--- config.mk ---
export PLATFORM = sky130hd
export DESIGN_NAME = rsp_packer_flat
export DESIGN_NICKNAME = d
export VERILOG_FILES = /design/src/rtl/rsp_pkg.sv /design/src/rtl/rsp_if.sv /design/src/rtl/rsp_out_stage.sv /design/src/rtl/rsp_packer.sv /design/src/flat_wrapper.sv
export SDC_FILE = /design/constraint.sdc
export NUM_CORES = 1
export LEC_CHECK = 0
export BUFFER_PORTS_ARGS = -buffer_cell sky130_fd_sc_hd__buf_2
export CAP_MARGIN = 20
export CORE_MARGIN = 2
export CORE_UTILIZATION = 50
export CTS_BUF_LIST = sky130_fd_sc_hd__clkbuf_2 sky130_fd_sc_hd__clkbuf_4 sky130_fd_sc_hd__clkbuf_8
export DETAILED_ROUTE_END_ITERATION = 12
export HOLD_SLACK_MARGIN = 0.03
export PLACE_DENSITY = 0.7
export SLEW_MARGIN = 20
export SYNTH_ARGS = -nofsm -noshare
export SYNTH_HDL_FRONTEND = slang
export SYNTH_HIERARCHICAL = 1
export SYNTH_SLANG_ARGS = --single-unit
--- constraint.sdc ---
create_clock -name clk_i -period 6.4 [get_ports clk_i]
set_input_delay 1.28 -clock clk_i [delete_from_list [all_inputs] [get_ports clk_i]]
set_output_delay 1.28 -clock clk_i [all_outputs]
set_load 0.01 [all_outputs]
--- src/rtl/rsp_pkg.sv ---
// Shared constants for the result-byte return path.
// Byte lane width, pad value and default geometry.
package rsp_pkg;
    localparam int LANE_W = 8;
    localparam logic [LANE_W-1:0] PAD_BYTE = 8'h00;
    localparam int DEF_BYTES_PER_WORD = 4;
    localparam int DEF_WORDS_PER_PKT = 3;
    localparam int DEF_CNT_W = 16;
endpackage

--- src/rtl/rsp_if.sv ---
// Byte-in / word-out handshake bundle of the packer.
// master = harness side, slave = packer side.
interface rsp_if
    import rsp_pkg::*;
#(
    parameter int BYTES_PER_WORD = DEF_BYTES_PER_WORD,
    parameter int CNT_W = DEF_CNT_W
);
    logic                            in_valid_i;
    logic [LANE_W-1:0]               in_data_i;
    logic                            in_ready_o;
    logic                            flush_i;
    logic                            out_valid_o;
    logic [BYTES_PER_WORD*LANE_W-1:0] out_data_o;
    logic                            out_last_o;
    logic                            out_ready_i;
    logic [CNT_W-1:0]                pkt_cnt_o;

    modport slave (
        input  in_valid_i, in_data_i, flush_i, out_ready_i,
        output in_ready_o, out_valid_o, out_data_o,
        output out_last_o, pkt_cnt_o
    );

    modport master (
        output in_valid_i, in_data_i, flush_i, out_ready_i,
        input  in_ready_o, out_valid_o, out_data_o,
        input  out_last_o, pkt_cnt_o
    );
endinterface

--- src/rtl/rsp_out_stage.sv ---
// Single-entry output holding register with valid/ready and last.
// A load wins over a same-cycle drain so words can stream at full rate.
module rsp_out_stage #(
    parameter int WORD_W = 32
) (
    input  logic              clk_i,
    input  logic              reset_ni,
    input  logic              load_i,
    input  logic [WORD_W-1:0] data_i,
    input  logic              last_i,
    input  logic              ready_i,
    output logic              valid_o,
    output logic [WORD_W-1:0] data_o,
    output logic              last_o
);
    logic              valid_q;
    logic [WORD_W-1:0] data_q;
    logic              last_q;

    always_ff @(posedge clk_i or negedge reset_ni) begin
        if (!reset_ni) begin
            valid_q <= 1'b0;
            data_q  <= '0;
            last_q  <= 1'b0;
        end else if (load_i) begin
            valid_q <= 1'b1;
            data_q  <= data_i;
            last_q  <= last_i;
        end else if (ready_i) begin
            valid_q <= 1'b0;
        end
    end

    assign valid_o = valid_q;
    assign data_o  = data_q;
    assign last_o  = last_q;
endmodule

--- src/rtl/rsp_packer.sv ---
// Packs result bytes little-endian into words grouped into packets.
// Flush pads a partial word; a busy output parks it in ST_FLUSH.
module rsp_packer
    import rsp_pkg::*;
#(
    parameter int BYTES_PER_WORD = DEF_BYTES_PER_WORD,
    parameter int WORDS_PER_PKT = DEF_WORDS_PER_PKT,
    parameter int CNT_W = DEF_CNT_W
) (
    input logic clk_i,
    input logic reset_ni,
    rsp_if.slave bus
);
    localparam int WORD_W = BYTES_PER_WORD * LANE_W;
    localparam int BC_W = $clog2(BYTES_PER_WORD);
    localparam int WC_W = (WORDS_PER_PKT > 1) ? $clog2(WORDS_PER_PKT) : 1;
    localparam logic [BC_W-1:0] BC_MAX = BC_W'(BYTES_PER_WORD - 1);
    localparam logic [WC_W-1:0] WC_MAX = WC_W'(WORDS_PER_PKT - 1);

    typedef enum logic {ST_FILL, ST_FLUSH} state_t;

    state_t            state_q, state_d;
    logic [BC_W-1:0]   byte_cnt_q, byte_cnt_d, held;
    logic [WC_W-1:0]   word_cnt_q, word_cnt_d;
    logic [WORD_W-1:0] acc_q, acc_d, acc_pad, ld_data;
    logic [CNT_W-1:0]  pkt_cnt_q;
    logic              out_valid, out_last, out_free;
    logic              accept, word_done, flush_req, flush_hit;
    logic              flush_emit, load, ld_last;
    logic [WORD_W-1:0] out_data;

    assign out_free = !out_valid || bus.out_ready_i;
    assign bus.in_ready_o = (state_q == ST_FILL)
                         && ((byte_cnt_q != BC_MAX) || out_free);
    assign accept    = bus.in_valid_i && bus.in_ready_o;
    assign word_done = accept && (byte_cnt_q == BC_MAX);
    assign flush_req = bus.flush_i || (state_q == ST_FLUSH);
    assign ld_last   = (word_cnt_q == WC_MAX);

    always_comb begin
        acc_d = acc_q;
        for (int k = 0; k < BYTES_PER_WORD; k++) begin
            if (accept && byte_cnt_q == BC_W'(k))
                acc_d[k*LANE_W +: LANE_W] = bus.in_data_i;
        end
        held = accept ? byte_cnt_q + BC_W'(1) : byte_cnt_q;
        acc_pad = acc_d;
        for (int k = 0; k < BYTES_PER_WORD; k++) begin
            if (BC_W'(k) >= held)
                acc_pad[k*LANE_W +: LANE_W] = PAD_BYTE;
        end
        // held is only meaningful when the byte did not finish the word
        flush_hit  = flush_req && !word_done && (held != '0);
        flush_emit = flush_hit && out_free;
        load       = word_done || flush_emit;
        ld_data    = flush_emit ? acc_pad : acc_d;
        state_d    = (flush_hit && !out_free) ? ST_FLUSH : ST_FILL;
        byte_cnt_d = load ? '0 : held;
        word_cnt_d = word_cnt_q;
        if (load)
            word_cnt_d = ld_last ? '0 : word_cnt_q + WC_W'(1);
    end

    always_ff @(posedge clk_i or negedge reset_ni) begin
        if (!reset_ni) begin
            state_q    <= ST_FILL;
            byte_cnt_q <= '0;
            word_cnt_q <= '0;
            acc_q      <= '0;
            pkt_cnt_q  <= '0;
        end else begin
            state_q    <= state_d;
            byte_cnt_q <= byte_cnt_d;
            word_cnt_q <= word_cnt_d;
            acc_q      <= load ? '0 : acc_d;
            if (out_valid && bus.out_ready_i && out_last)
                pkt_cnt_q <= pkt_cnt_q + CNT_W'(1);
        end
    end

    rsp_out_stage #(.WORD_W(WORD_W)) u_out (
        .clk_i   (clk_i),
        .reset_ni(reset_ni),
        .load_i  (load),
        .data_i  (ld_data),
        .last_i  (ld_last),
        .ready_i (bus.out_ready_i),
        .valid_o (out_valid),
        .data_o  (out_data),
        .last_o  (out_last)
    );

    assign bus.out_valid_o = out_valid;
    assign bus.out_data_o  = out_data;
    assign bus.out_last_o  = out_last;
    assign bus.pkt_cnt_o   = pkt_cnt_q;
endmodule

--- src/flat_wrapper.sv ---
// flat-port wrapper written by rule: the top's interface ports become plain ports
module rsp_packer_flat import rsp_pkg::*;
#(
    parameter int BYTES_PER_WORD = DEF_BYTES_PER_WORD,
    parameter int WORDS_PER_PKT = DEF_WORDS_PER_PKT,
    parameter int CNT_W = DEF_CNT_W
)
  (clk_i, reset_ni, bus_in_valid_i, bus_in_data_i, bus_flush_i, bus_out_ready_i, bus_in_ready_o, bus_out_valid_o, bus_out_data_o, bus_out_last_o, bus_pkt_cnt_o);
  rsp_if #(.BYTES_PER_WORD(BYTES_PER_WORD), .CNT_W(CNT_W)) bus_i ();
  input logic clk_i;
  input logic reset_ni;
  input wire logic [$bits(bus_i.in_valid_i)-1:0] bus_in_valid_i;
  input wire logic [$bits(bus_i.in_data_i)-1:0] bus_in_data_i;
  input wire logic [$bits(bus_i.flush_i)-1:0] bus_flush_i;
  input wire logic [$bits(bus_i.out_ready_i)-1:0] bus_out_ready_i;
  output wire logic [$bits(bus_i.in_ready_o)-1:0] bus_in_ready_o;
  output wire logic [$bits(bus_i.out_valid_o)-1:0] bus_out_valid_o;
  output wire logic [$bits(bus_i.out_data_o)-1:0] bus_out_data_o;
  output wire logic [$bits(bus_i.out_last_o)-1:0] bus_out_last_o;
  output wire logic [$bits(bus_i.pkt_cnt_o)-1:0] bus_pkt_cnt_o;
  assign bus_i.in_valid_i = bus_in_valid_i;
  assign bus_i.in_data_i = bus_in_data_i;
  assign bus_i.flush_i = bus_flush_i;
  assign bus_i.out_ready_i = bus_out_ready_i;
  assign bus_in_ready_o = bus_i.in_ready_o;
  assign bus_out_valid_o = bus_i.out_valid_o;
  assign bus_out_data_o = bus_i.out_data_o;
  assign bus_out_last_o = bus_i.out_last_o;
  assign bus_pkt_cnt_o = bus_i.pkt_cnt_o;
  rsp_packer #(.BYTES_PER_WORD(BYTES_PER_WORD), .WORDS_PER_PKT(WORDS_PER_PKT), .CNT_W(CNT_W)) u_core (.clk_i(clk_i), .reset_ni(reset_ni), .bus(bus_i));
endmodule
# ---- After elaboration in Yosys (flattened, before gate mapping)
# Index checks and enable logic that the tools add are counted.
dict set report totals {
  word_cells 59
  regBits 87
  output_inout_bits 51
}
dict set report classes {
  addsub 3
  eq_ne 5
  muxes 16
  reduce_logical 22
  n_lt_le_gt_ge 4
  bitwise_logic 1
}
# op count
set ops {}
lappend ops {{$mux 32} 2}
lappend ops {{$mux 8} 8}
lappend ops {{$add 16x1->16 const B} 1}
lappend ops {{$logic_and 1x1->1} 12}
lappend ops {{$eq 2x2->1 const B} 3}
lappend ops {{$mux 2} 3}
lappend ops {{$add 2x1->2 const B} 2}
lappend ops {{$ge 1x2->1 const A} 2}
lappend ops {{$ge 2x2->1 const A} 2}
lappend ops {{$logic_or 1x1->1} 4}
lappend ops {{$reduce_bool 2->1} 2}
lappend ops {{$logic_not 1->1} 3}
lappend ops {{$mux 1} 3}
lappend ops {{$eq 2x1->1 const B} 1}
lappend ops {{$logic_not 2->1} 1}
lappend ops {{$ne 2x2->1 const B} 1}
lappend ops {{$not 1->1} 1}

# ---- Depth between registers and ports, before layout
dict set report logic_depth {
  depth_word 12
  depth_mapped 11
}

# ---- Hierarchy
# Netlist, hierarchy kept.
# mod cells_each seq_area_each_um2 area_each_um2 n_inst
set modules_own_cells {}
lappend modules_own_cells {rsp_packer 227 1326.3 2568.7 1}
lappend modules_own_cells {rsp_out_stage 73 850.8 1413.9 1}

# ---- Worst setup path before layout
# OpenSTA, ideal clock, no wires.
dict set report synth_timing {
  kind {input port to flip-flop}
  startpoint {input port bus_in_valid_i}
  endpoint {register u_core.u_out.data_q[0], in the netlist u_core/u_out/data_o[0]}
  t_arrival_ns 2.785
  path_slack_ns 3.490
  cell_stages 10
  n_path_buf 5
  t_required_ns 6.275
  cell_sequence {nor2b_1 buf_2 nand2_2 a21o_2 inv_2 buf_6 buf_6 buf_6 buf_12 mux2_4}
}
dict set report synth_between {
  elab_chain_cells 7
  word_cells_on_any_way 14
  cone_classes {order compare (1); mux (4); reduce/logical (9)}
}
# element line_no
set synth_rtl {}
lappend synth_rtl {{from (decl)} flat_wrapper.sv:12} ;# input wire logic [$bits(bus_i.in_valid_i)-1:0] bus_in_valid_i;
lappend synth_rtl {{$logic_and 1x1->1 *} rsp_packer.sv:35} ;# assign accept = bus.in_valid_i && bus.in_ready_o;
lappend synth_rtl {{$logic_and 1x1->1} rsp_packer.sv:36} ;# assign word_done = accept && (byte_cnt_q == BC_MAX);
lappend synth_rtl {{$logic_not 1->1} rsp_packer.sv:53} ;# flush_hit = flush_req && !word_done && (held != '0);
lappend synth_rtl {{$logic_and 1x1->1 (2 in series)} rsp_packer.sv:53}
lappend synth_rtl {{$logic_and 1x1->1} rsp_packer.sv:54} ;# flush_emit = flush_hit && out_free;
lappend synth_rtl {{$logic_or 1x1->1 *} rsp_packer.sv:55} ;# load = word_done || flush_emit;
lappend synth_rtl {{named net u_core.load} rsp_packer.sv:29} ;# logic flush_emit, load, ld_last;
lappend synth_rtl {{to (signal assigned)} rsp_out_stage.sv:27} ;# data_q <= data_i;
lappend synth_rtl {{to (decl)} rsp_out_stage.sv:17} ;# logic [WORD_W-1:0] data_q;
# The timed path passes the listed nets; every way through them passes the cells marked *.
# A chain may end at the register's enable or synchronous reset.

# ---- Worst setup path after layout
dict set report layout_timing {
  startpoint {input port bus_in_valid_i}
  endpoint {register u_core.u_out.data_q[2], in the netlist u_core/u_out/data_o[2]}
}
dict set report layout_between {
  elab_chain_cells 7
  word_cells_on_any_way 14
  cone_classes {order compare (1); mux (4); reduce/logical (9)}
}
# element line_no
set layout_rtl {}
lappend layout_rtl {{$logic_and 1x1->1 *} rsp_packer.sv:35}
lappend layout_rtl {{branches (longest 6 deep; another with $ge 1x2->1)} -}
# Every way passes the cells marked *.

==> impl_metrics.toml <==
[floorplanning]
die_h_um = 93.2
coreArea_um2 = 7730
start_util_pct = 51.5
rows = 32
dieArea_um2 = 8690
die_x_um = 93.2
pin_count = 64

[synth]
synth-edff-count = 0
ys_warn_count = 6
syn_area_um2 = 3980
synth_cell_types = 44
ys_ff_latch = 87
synth.area.top_cells = "dfrtp_1 (55%), mux2_4 (11%), mux2_2 (4.2%)"
ys_seq_area_share_pct = 54.7
synth-main-ff-cell = "dfrtp_1"
syn_avg_cell_area_um2 = 13.3
syn-instance-count = 300
synth_nets = 318
synth_top_area_share_pct = 54.7
yosysTopAreaCell = "dfrtp_1"
synthArstFlopShare_pct = 100

[global_routing]
overflow = 0
grt_first_pass_wirelength_um = 12500
grt_pass1_vias = 2405
track_usage_pct = 18.8
grt_max_degree = 88
grt_antenna_before_repair = 0

[cells_and_area]
n_fill_cell = 634
nNetsFinal = 382
final_cells = 471
drive_gt1_share_pct = 37.4
utilization_pct = 58.9
area_growth_pct = 14.2
antenna_cells = 0

[run]
maxCapViolations = 0

[power_and_ir_drop]
finalPower_mw = 1.86
p_leak_nw = 2.43
power_density_nw_per_um2 = 408
vdd_drop_max_uv = 253

[clocking]
cts_resized = 0
hold_buffers = 0
clk_pin_slew_ns = 0.08
cts_tree = "done"
clockBufferDepth = 2
cts_buffers = 9
cts_setup_buffers = 0
clock_sinks = 87
h-tree-depth = 3
cts-root-buf = "clkbuf_8"
clk_latency_ns = 0.35

[routing]
detail_route.wl_per_cell_um = 16.2
met2_length_um = 3470
wl_met1_um = 3720
highest_layer = "met4"
dr.pass1.iters = 4
routed_wl_um = 7610
met3_length_um = 335
vias_per_cell = 5.26
drt_iter0_markers = 210
num_vias = 2478
drc = 0
ant_nets = 0

[timing]
relSlewSlack_pct = 47.4
worst_pin_slew_ns = 0.788
clock_skew_ns = 0.0105
slew_viol_final = 0
finalHoldViolations = 0
fin_hold_ws_ns = 0.462
fin_crit_ns = 3.73
max_freq_ghz = 0.268
fin_crit_sh_pct = 58.2
tns_ns = 0
setup_viol = 0
grt_setup_unrepaired = "no"

[status]
outcome = "finished, final reports clean"

[placement]
gp_congestion = 0.833
dp_cells = 455
io_buffers = 63
dpl.hpwl_um = 5050

[setup_path]
cp-end-kind = "register"
slowest_delay_ns = 0.63
critPathSlowestCell = "inv_2"
crit_arrival_ns = 3.96
criticalPathCategory = "input port to register"
path_cells = "buf_2 > nor2b_1 > nand2_2 > a21o_2 > inv_2 > buf_4 > mux2_4"
critPathMaxFanout = 31
startpoint_type = "input port"
worstPathRequired_ns = 6.64

[worst_hold_path]
min_path_type = "register to register"
[final timing paths]
| path | end | startpoint | slack [ns] | cells past startpoint |
|---|---|---|---|---|
| setup / recovery | u_core/u_out/data_o[2] | bus_in_valid_i | 2.67 | 7 |
| hold reg to reg | u_core/bus.pkt_cnt_o[15] | u_core/bus.pkt_cnt_o[15] | 0.46 | 1 |
| max in group asynchronous | u_core/acc_q[23] | reset_ni | 4.88 | 1 |
| setup reg to reg | u_core/u_out/data_o[2] | u_core/byte_cnt_q[0] | 3.20 | 8 |
| min in group asynchronous | u_core/bus.pkt_cnt_o[13] | reset_ni | 0.95 | 1 |
| hold / removal | u_core/bus.pkt_cnt_o[15] | u_core/bus.pkt_cnt_o[15] | 0.46 | 1 |
[placed cells by master (no fill, tap or decap), types with 3 or more instances in the layout]
cell type	Yosys	final
nand2_1	6	6
ha_1	5	5
inv_1	4	4
nand3_1	5	5
nor2_1	31	31
xor2_1	6	6
nor3_1	10	10
mux2i_1	16	16
mux2_2	15	15
nor2b_1	4	4
xnor2_1	10	10
mux2_4	29	29
nand4_1	5	5
nand3_2	4	4
dfrtp_1	87	87
buf_2	3	62
and2_1	16	16
a22o_1	8	8
and3_1	3	3
clkbuf_8	0	9
[power by group]
group | switching [mW] | leakage, nW | internal [mW] | total [mW]
logic | 0.338 | 1.15 | 0.322 | 0.660
registers | 0.0852 | 1.17 | 0.688 | 0.773
clock network | 0.196 | 0.110 | 0.227 | 0.423
[critical path: cells and delay by family]
kind                   cells  cell delay, ns
AO/OA/AOI/OAI              1            0.37
buffers and inverters      3            1.20
multiplexers               1            0.34
AND/OR/NAND/NOR            2            0.74
[synth_stat cells (2+ instances only)]
library cell  number
a21o_1             2
a21oi_1            2
a22o_1             8
a31oi_1            2
and2_1            16
and3_1             3
buf_12             3
buf_2              3
buf_6              3
clkbuf_1           2
dfrtp_1           87
ha_1               5
inv_1              4
mux2_2            15
mux2_4            29
mux2i_1           16
nand2_1            6
nand3_1            5
nand3_2            4
nand4_1            5
nor2_1            31
nor2b_1            4
nor3_1            10
xnor2_1           10
xor2_1             6
[stage by stage]
| step | cell area, um2 | setup WS, ns |
|---|---|---|
| 3_5_place_dp | 4320 | 2.33 |
| 4_1_cts | 4540 | 2.71 |
| 6_report | 4550 | 2.67 |
| 5_1_grt | 4550 | 2.53 |
| 3_3_place_gp | 4320 | 2.44 |
| 2_1_floorplan | 3980 | 3.49 |
[cells by family after synthesis]
group,Yosys count,synth area share (%)
AOI/OAI and AO/OA,22,4.59
xor gates and xnor gates,16,3.52
adders and majority gates,5,1.57
buffers and inverters,16,3.39
DFF,87,54.7
muxes,60,19.2
and+or+nand+nor,94,13.1
[area by class of cell]
cell class                      instances  area [um2]  area share (%)
Inverter                                5        18.8           0.413
Clock buffer                           10         131            2.89
Clock inverter                          6        93.8            2.06
Tap cell                              102         128            2.81
Multi-Input combinational cell        197        1670            36.7
Timing Repair Buffer                   64         329            7.24
Sequential cell                        87        2180            47.9
[flip-flops by register name, indices dropped and copies added, names as in the netlist]
register              count
u_core/acc_q             32
u_core/u_out/data_o      32
u_core/bus.pkt_cnt_o     16
u_core/byte_cnt_q         2
u_core/word_cnt_q         2
u_core/state_q            1
u_core/u_out/last_o       1
u_core/u_out/valid_o      1
[layer usage]
layer / up-vias / track usage, %
met4: 0 / 6.99
met2: 59 / 27.2
met3: 6 / 3.79
met1: 1242 / 28.0
met5: - / 0
li1: 1171 / -
No activity file was read; power rests on OpenSTA's default activity.
